## config.mk

```make
export PLATFORM = sky130hd
export DESIGN_NAME = ks_note_sched
export DESIGN_NICKNAME = d
export VERILOG_FILES = /design/src/rtl/ks_note_sched.sv
export SDC_FILE = /design/constraint.sdc
export NUM_CORES = 1
export LEC_CHECK = 0
export BUFFER_PORTS_ARGS = -buffer_cell sky130_fd_sc_hd__buf_4
export CAP_MARGIN = 10
export CORE_ASPECT_RATIO = 0.6
export CORE_UTILIZATION = 51
export CTS_CLUSTER_SIZE = 20
export DETAILED_ROUTE_END_ITERATION = 6
export GPL_ROUTABILITY_DRIVEN = 0
export PLACE_DENSITY = 0.82
export SETUP_SLACK_MARGIN = 0.05
export SLEW_MARGIN = 40
export SYNTH_ARGS = -nofsm -noshare
export SYNTH_HDL_FRONTEND = slang
export SYNTH_SLANG_ARGS = --single-unit
```

## constraint.sdc

```tcl
create_clock -name clk_i -period 5.9 [get_ports clk_i]
set_input_delay 1.18 -clock clk_i [delete_from_list [all_inputs] [get_ports clk_i]]
set_output_delay 1.18 -clock clk_i [all_outputs]
set_load 0.02 [all_outputs]
```

## src/rtl/ks_note_sched.sv

```systemverilog
// Note scheduler for a Karplus-Strong string/drum voice: round-robin arbitration, pluck, burst and sustain timing.
// Optional build macro KS_NOTE_SCHED_PREEMPT_EN lets any new request cut a note short during sustain.
module ks_note_sched #(
  parameter int unsigned NUM_REQ    = 4,
  parameter int unsigned DATA_WIDTH = 8,
  parameter int unsigned SUST_WIDTH = 16,
  parameter int unsigned PLUCK_HOLD = 8
) (
  input  logic                                          clk_i,
  input  logic                                          rst_ni,
  input  logic [NUM_REQ-1:0]                            req_valid_i,
  output logic [NUM_REQ-1:0]                            req_ready_o,
  input  logic [NUM_REQ*DATA_WIDTH-1:0]                 req_period_i,
  input  logic [NUM_REQ*SUST_WIDTH-1:0]                 req_sustain_i,
  input  logic [NUM_REQ-1:0]                            req_drum_i,
  input  logic                                          hold_i,
  output logic                                          pluck_o,
  output logic [DATA_WIDTH-1:0]                         period_o,
  output logic                                          drum_string_no,
  output logic                                          freeze_o,
  output logic [(NUM_REQ > 1 ? $clog2(NUM_REQ) : 1)-1:0] grant_id_o,
  output logic                                          busy_o,
  output logic                                          note_done_o
);

  localparam int unsigned IW = (NUM_REQ > 1) ? $clog2(NUM_REQ) : 1;
  localparam int unsigned PW = $clog2(PLUCK_HOLD + 1);
  localparam int unsigned CW = (PW > DATA_WIDTH + 1) ? PW : DATA_WIDTH + 1;

`ifdef KS_NOTE_SCHED_PREEMPT_EN
  localparam bit PREEMPT = 1'b1;
`else
  localparam bit PREEMPT = 1'b0;
`endif

  localparam logic [2:0] S_IDLE    = 3'd0;
  localparam logic [2:0] S_LOAD    = 3'd1;
  localparam logic [2:0] S_PLUCK   = 3'd2;
  localparam logic [2:0] S_BURST   = 3'd3;
  localparam logic [2:0] S_SUSTAIN = 3'd4;

  logic [2:0]            state_q, state_d;
  logic [CW-1:0]         cnt_q, cnt_d;
  logic [SUST_WIDTH-1:0] sus_q, sus_d;
  logic [IW-1:0]         cand_q, cand_d;
  logic [IW-1:0]         ptr_q, ptr_d;
  logic [IW-1:0]         grant_d;
  logic [DATA_WIDTH-1:0] period_d;
  logic                  drum_d;
  logic                  pluck_d;
  logic                  busy_d;
  logic                  done_d;
  logic [NUM_REQ-1:0]    ready_d;

  logic [IW-1:0]         winner;
  logic [IW-1:0]         idx;
  logic                  found;

  logic [DATA_WIDTH-1:0] period_arr [NUM_REQ];
  logic [SUST_WIDTH-1:0] sustain_arr [NUM_REQ];

  for (genvar k = 0; k < NUM_REQ; k++) begin : g_unpack
    assign period_arr[k]  = req_period_i[k*DATA_WIDTH +: DATA_WIDTH];
    assign sustain_arr[k] = req_sustain_i[k*SUST_WIDTH +: SUST_WIDTH];
  end

  assign freeze_o = hold_i && (state_q == S_SUSTAIN);

  // Round-robin pick: first valid requester after the last granted one.
  always_comb begin
    winner = ptr_q;
    found  = 1'b0;
    idx    = '0;
    for (int i = 1; i <= int'(NUM_REQ); i++) begin
      idx = IW'((int'(ptr_q) + i) % int'(NUM_REQ));
      if (!found && req_valid_i[idx]) begin
        winner = idx;
        found  = 1'b1;
      end
    end
  end

  always_comb begin
    state_d  = state_q;
    cnt_d    = cnt_q;
    sus_d    = sus_q;
    cand_d   = cand_q;
    ptr_d    = ptr_q;
    grant_d  = grant_id_o;
    period_d = period_o;
    drum_d   = drum_string_no;
    done_d   = 1'b0;
    pluck_d  = 1'b0;
    busy_d   = 1'b0;
    ready_d  = '0;

    case (state_q)
      S_IDLE: begin
        if (|req_valid_i) begin
          state_d = S_LOAD;
          cand_d  = winner;
        end
      end
      S_LOAD: begin
        // A requester that withdrew before the handshake simply loses its slot.
        if (req_valid_i[cand_q]) begin
          period_d = (period_arr[cand_q] < DATA_WIDTH'(2)) ? DATA_WIDTH'(2) : period_arr[cand_q];
          drum_d   = req_drum_i[cand_q];
          sus_d    = sustain_arr[cand_q];
          ptr_d    = cand_q;
          grant_d  = cand_q;
          cnt_d    = CW'(PLUCK_HOLD - 1);
          state_d  = S_PLUCK;
        end else begin
          state_d = S_IDLE;
        end
      end
      S_PLUCK: begin
        if (cnt_q == '0) begin
          cnt_d   = CW'(period_o) + CW'(3);
          state_d = S_BURST;
        end else begin
          cnt_d = cnt_q - CW'(1);
        end
      end
      S_BURST: begin
        if (cnt_q == '0) begin
          state_d = S_SUSTAIN;
        end else begin
          cnt_d = cnt_q - CW'(1);
        end
      end
      S_SUSTAIN: begin
        // A zero sustain count never expires.
        if (PREEMPT && (|req_valid_i)) begin
          state_d = S_LOAD;
          cand_d  = winner;
          done_d  = 1'b1;
        end else if (!freeze_o && (sus_q != '0)) begin
          if (sus_q == SUST_WIDTH'(1)) begin
            state_d = S_IDLE;
            done_d  = 1'b1;
          end else begin
            sus_d = sus_q - SUST_WIDTH'(1);
          end
        end
      end
      default: state_d = S_IDLE;
    endcase

    pluck_d = (state_d == S_PLUCK);
    busy_d  = (state_d != S_IDLE);
    if (state_d == S_LOAD) begin
      ready_d = NUM_REQ'(1) << cand_d;
    end
  end

  always_ff @(posedge clk_i or negedge rst_ni) begin
    if (!rst_ni) begin
      state_q        <= S_IDLE;
      cnt_q          <= '0;
      sus_q          <= '0;
      cand_q         <= '0;
      ptr_q          <= IW'(NUM_REQ - 1);
      grant_id_o     <= '0;
      period_o       <= '0;
      drum_string_no <= 1'b0;
      pluck_o        <= 1'b0;
      busy_o         <= 1'b0;
      note_done_o    <= 1'b0;
      req_ready_o    <= '0;
    end else begin
      state_q        <= state_d;
      cnt_q          <= cnt_d;
      sus_q          <= sus_d;
      cand_q         <= cand_d;
      ptr_q          <= ptr_d;
      grant_id_o     <= grant_d;
      period_o       <= period_d;
      drum_string_no <= drum_d;
      pluck_o        <= pluck_d;
      busy_o         <= busy_d;
      note_done_o    <= done_d;
      req_ready_o    <= ready_d;
    end
  end

endmodule

```

==> results.py <==
metrics = {
    "status": {
        "status": "complete, no violations",
    },
    "sta": {
        "rsz0062_at_grt": "false",
        "fin_crit_ns": 2.82,
        "slew_violations": 0,
        "worst_pin_slew_ns": 0.848,
        "setup_viol": 0,
        "clock_skew_ns": 0.00642,
        "relSlewSlack_pct": 43.4,
        "tns_ns": 0,
        "hold_violations": 0,
        "max_freq_mhz": 354,
        "fin_crit_sh_pct": 47.8,
        "setup_slack_ns": 3.08,
    },
    "synth": {
        "synth_top_area_share_pct": 33.8,
        "netlist_top_cells_area": "dfrtp_1 34%, mux4_2 13%, nor2_1 4.2%, nand2_1 4.0%, mux4_1 3.7%",
        "yosysSeqAreaShare_pct": 35.2,
        "synth_commonest_cells": "48 x dfrtp_1, 40 x nor2_1, 38 x nand2_1, 23 x a21oi_1, 21 x mux4_2",
        "synth_edf_count": 0,
        "synth_area_mm2": 0.00356,
        "synth_warnings": 0,
        "synth_ff_type": "dfrtp_1",
        "netlist_instances": 368,
        "ys_seq_elements": 50,
        "yosysMostFrequentCell": "dfrtp_1",
        "synthArstFlopShare_pct": 100,
        "synth.largest_area_cell": "dfrtp_1",
        "syn_avg_cell_area_um2": 9.67,
        "syn_nets": 480,
        "yosysUniqueCellTypes": 61,
    },
    "power": {
        "ir_worst_vdd_mv": 0.199,
        "power_w": 0.00202,
        "power_density_mw_per_mm2": 431,
        "leakagePower_nw": 2.13,
    },
    "setup_path": {
        "critPathLaunch": "hold_i",
        "crit_path_max_fanout": 5,
        "required_ns": 4.72,
        "crit_path_cell_trace": "buf_4 -> and3_1 -> buf_4",
        "cp_common_cell": "buf_4",
        "cp.depth": 3,
        "critPathLaunchType": "input port",
        "arrival_ns": 1.64,
        "slowest_stage": "and3_1",
        "r2r_slack_ns": 3.17,
        "r2r_cells": 5,
        "endpoint_kind": "primary output",
        "critPathMaxStageDelay_ns": 0.17,
        "critical_path_class": "in -> out",
        "cp_num_buf_inv": 2,
        "path_delay_family": "buffers and inverters",
        "r2r-start": "sus_q[4]$_DFFE_PN0P_",
        "r2r_end": "sus_q[11]$_DFFE_PN0P_",
    },
    "cts": {
        "clkSlewWorstSetupHoldPaths_ns": 0.07,
        "cts_resized": 0,
        "cts_made_buffers": 5,
        "holdBufCountCts": 0,
        "cts_tree": "done",
        "root_buffer": "clkbuf_16",
        "clockBufferDepth": 2,
        "cts.sinks": 50,
        "clk_latency_ns": 0.29,
        "post_cts_buffers": 0,
        "ctsHtreeMaxLevel": 2,
    },
    "placement": {
        "io_buffer_count": 125,
        "pre_cts_ws_ns": 2.61,
        "dp_hpwl_um": 8120,
    },
    "grt": {
        "grt_max_degree": 51,
        "grt_use_total_pct": 30.2,
        "grt_pass1_vias": 3224,
        "grt_pass1_wl_um": 16300,
        "antenna_found_initial": 0,
        "grt_overflow": 0,
    },
    "routing": {
        "num_vias": 3617,
        "drc": 0,
        "antenna_left": 0,
        "top_layer_used": "met4",
        "met3_length_um": 1090,
        "wl_um": 10700,
        "via_per_inst": 6.38,
        "met1Wirelength_um": 4670,
        "met2_length_um": 4800,
        "first_pass_iters": 6,
        "wl_per_cell_um": 18.9,
        "drt_iter0_markers": 285,
    },
    "job": {
        "cap_violations": 0,
    },
    "layout": {
        "finish.net_count": 591,
        "diodes": 0,
        "layout-drive-gt1-share_pct": 35.6,
        "seqCellArea_mm2": 0.00125,
        "syn2layout_area_growth_pct": 32.1,
        "fillers": 505,
        "multi_input_area_mm2": 0.00218,
    },
    "floorplan": {
        "ios": 126,
        "die-area_mm2": 0.00733,
        "placementRows": 23,
        "core_region_area_mm2": 0.00671,
        "die_h_um": 66.7,
        "initial_core_util_pct": 53.1,
        "fp.dieW_um": 110,
    },
    "worst_hold_path": {
        "hold_start": "grant_id_o[0]$_DFFE_PN0P_",
        "worstHoldPathType": "reg -> reg",
        "hold_depth": 1,
        "min_to": "grant_id_o[0]$_DFFE_PN0P_",
    },
}
-- metrics by stage --
step	area, um2	utilization, %	std cells	hold WS, ns
2_1_floorplan	3560	-	368	0.471
5_1_grt	4700	70.1	567	0.503
4_1_cts	4690	70.0	567	0.484
3_5_place_dp	4550	67.8	559	0.475
6_report	4700	70.1	567	0.483
3_3_place_gp	4520	67.3	558	0.468
-- placed cells by master (no fill, tap or decap), types with 3 or more instances in the layout --
master and count:
a21oi_1 23, a22oi_1 4, a31oi_1 6, and2_1 4, and3_1 4, buf_4 126, clkbuf_16 5, dfrtp_1 47
ha_1 5, inv_1 9, mux2_2 3, mux2i_1 3, mux4_1 5, mux4_2 21, nand2_1 36, nand2b_1 8
nand3_1 6, nor2_1 40, nor2b_1 5, nor3_1 13, nor3b_1 3, nor4_1 9, o21ai_0 19, o22a_1 6
o22ai_1 3, o2bb2ai_1 5, o311a_1 4, or4_1 4, xnor2_1 3, xor2_1 5
-- where the power goes --
group	total, W	internal, W	switching [W]
Sequential	0.000718	0.000492	0.000226
Combinational	0.00102	0.000520	0.000502
Clock	0.000286	0.000157	0.000129
Total	0.00202	0.00117	0.000856
-- worst max-delay path by stage --
stage                                    to
floorplan           period_o[0]$_DFFE_PN0P_
CTS                   sus_q[11]$_DFFE_PN0P_
global placement      sus_q[10]$_DFFE_PN0P_
detailed placement     sus_q[3]$_DFFE_PN0P_
global route           cnt_q[5]$_DFFE_PN0P_
finish                             freeze_o
-- flip-flops by register name, indices dropped and copies added, names as in the netlist --
register and cells:
period_o 8, drum_string_no 1, sus_q 16, grant_id_o 2, note_done_o 1, pluck_o 1, busy_o 1, req_ready_o 4
cnt_q 9, state_q 3, cand_q 2, ptr_q 2
-- logic make-up after synthesis --
kind of cell               Yosys count  share of synthesized area, %
buffers and inverters               32                          3.73
DFF                                 50                          35.2
adders and majority gates            5                          1.76
AOI/OAI and AO/OA                   98                          19.1
muxes                               32                          18.8
and+or+nand+nor                    143                          19.4
xor gates and xnor gates             8                          1.97
-- routing by layer --
layer  vias up  track usage (%)
met5         -                0
met3        13             6.16
met1      1741             44.8
met4         0             6.83
li1       1632                -
met2       231             45.0
-- layout make-up --
type	instances	area share, %
clock buffers	5	2.66
clock inverters	3	0.452
inverters	9	0.719
multi-input cells	286	46.4
flip-flops and latches	50	26.7
well taps	87	2.32
repair buffers	127	20.7
Note: power is estimated with default switching activity, not from simulation.
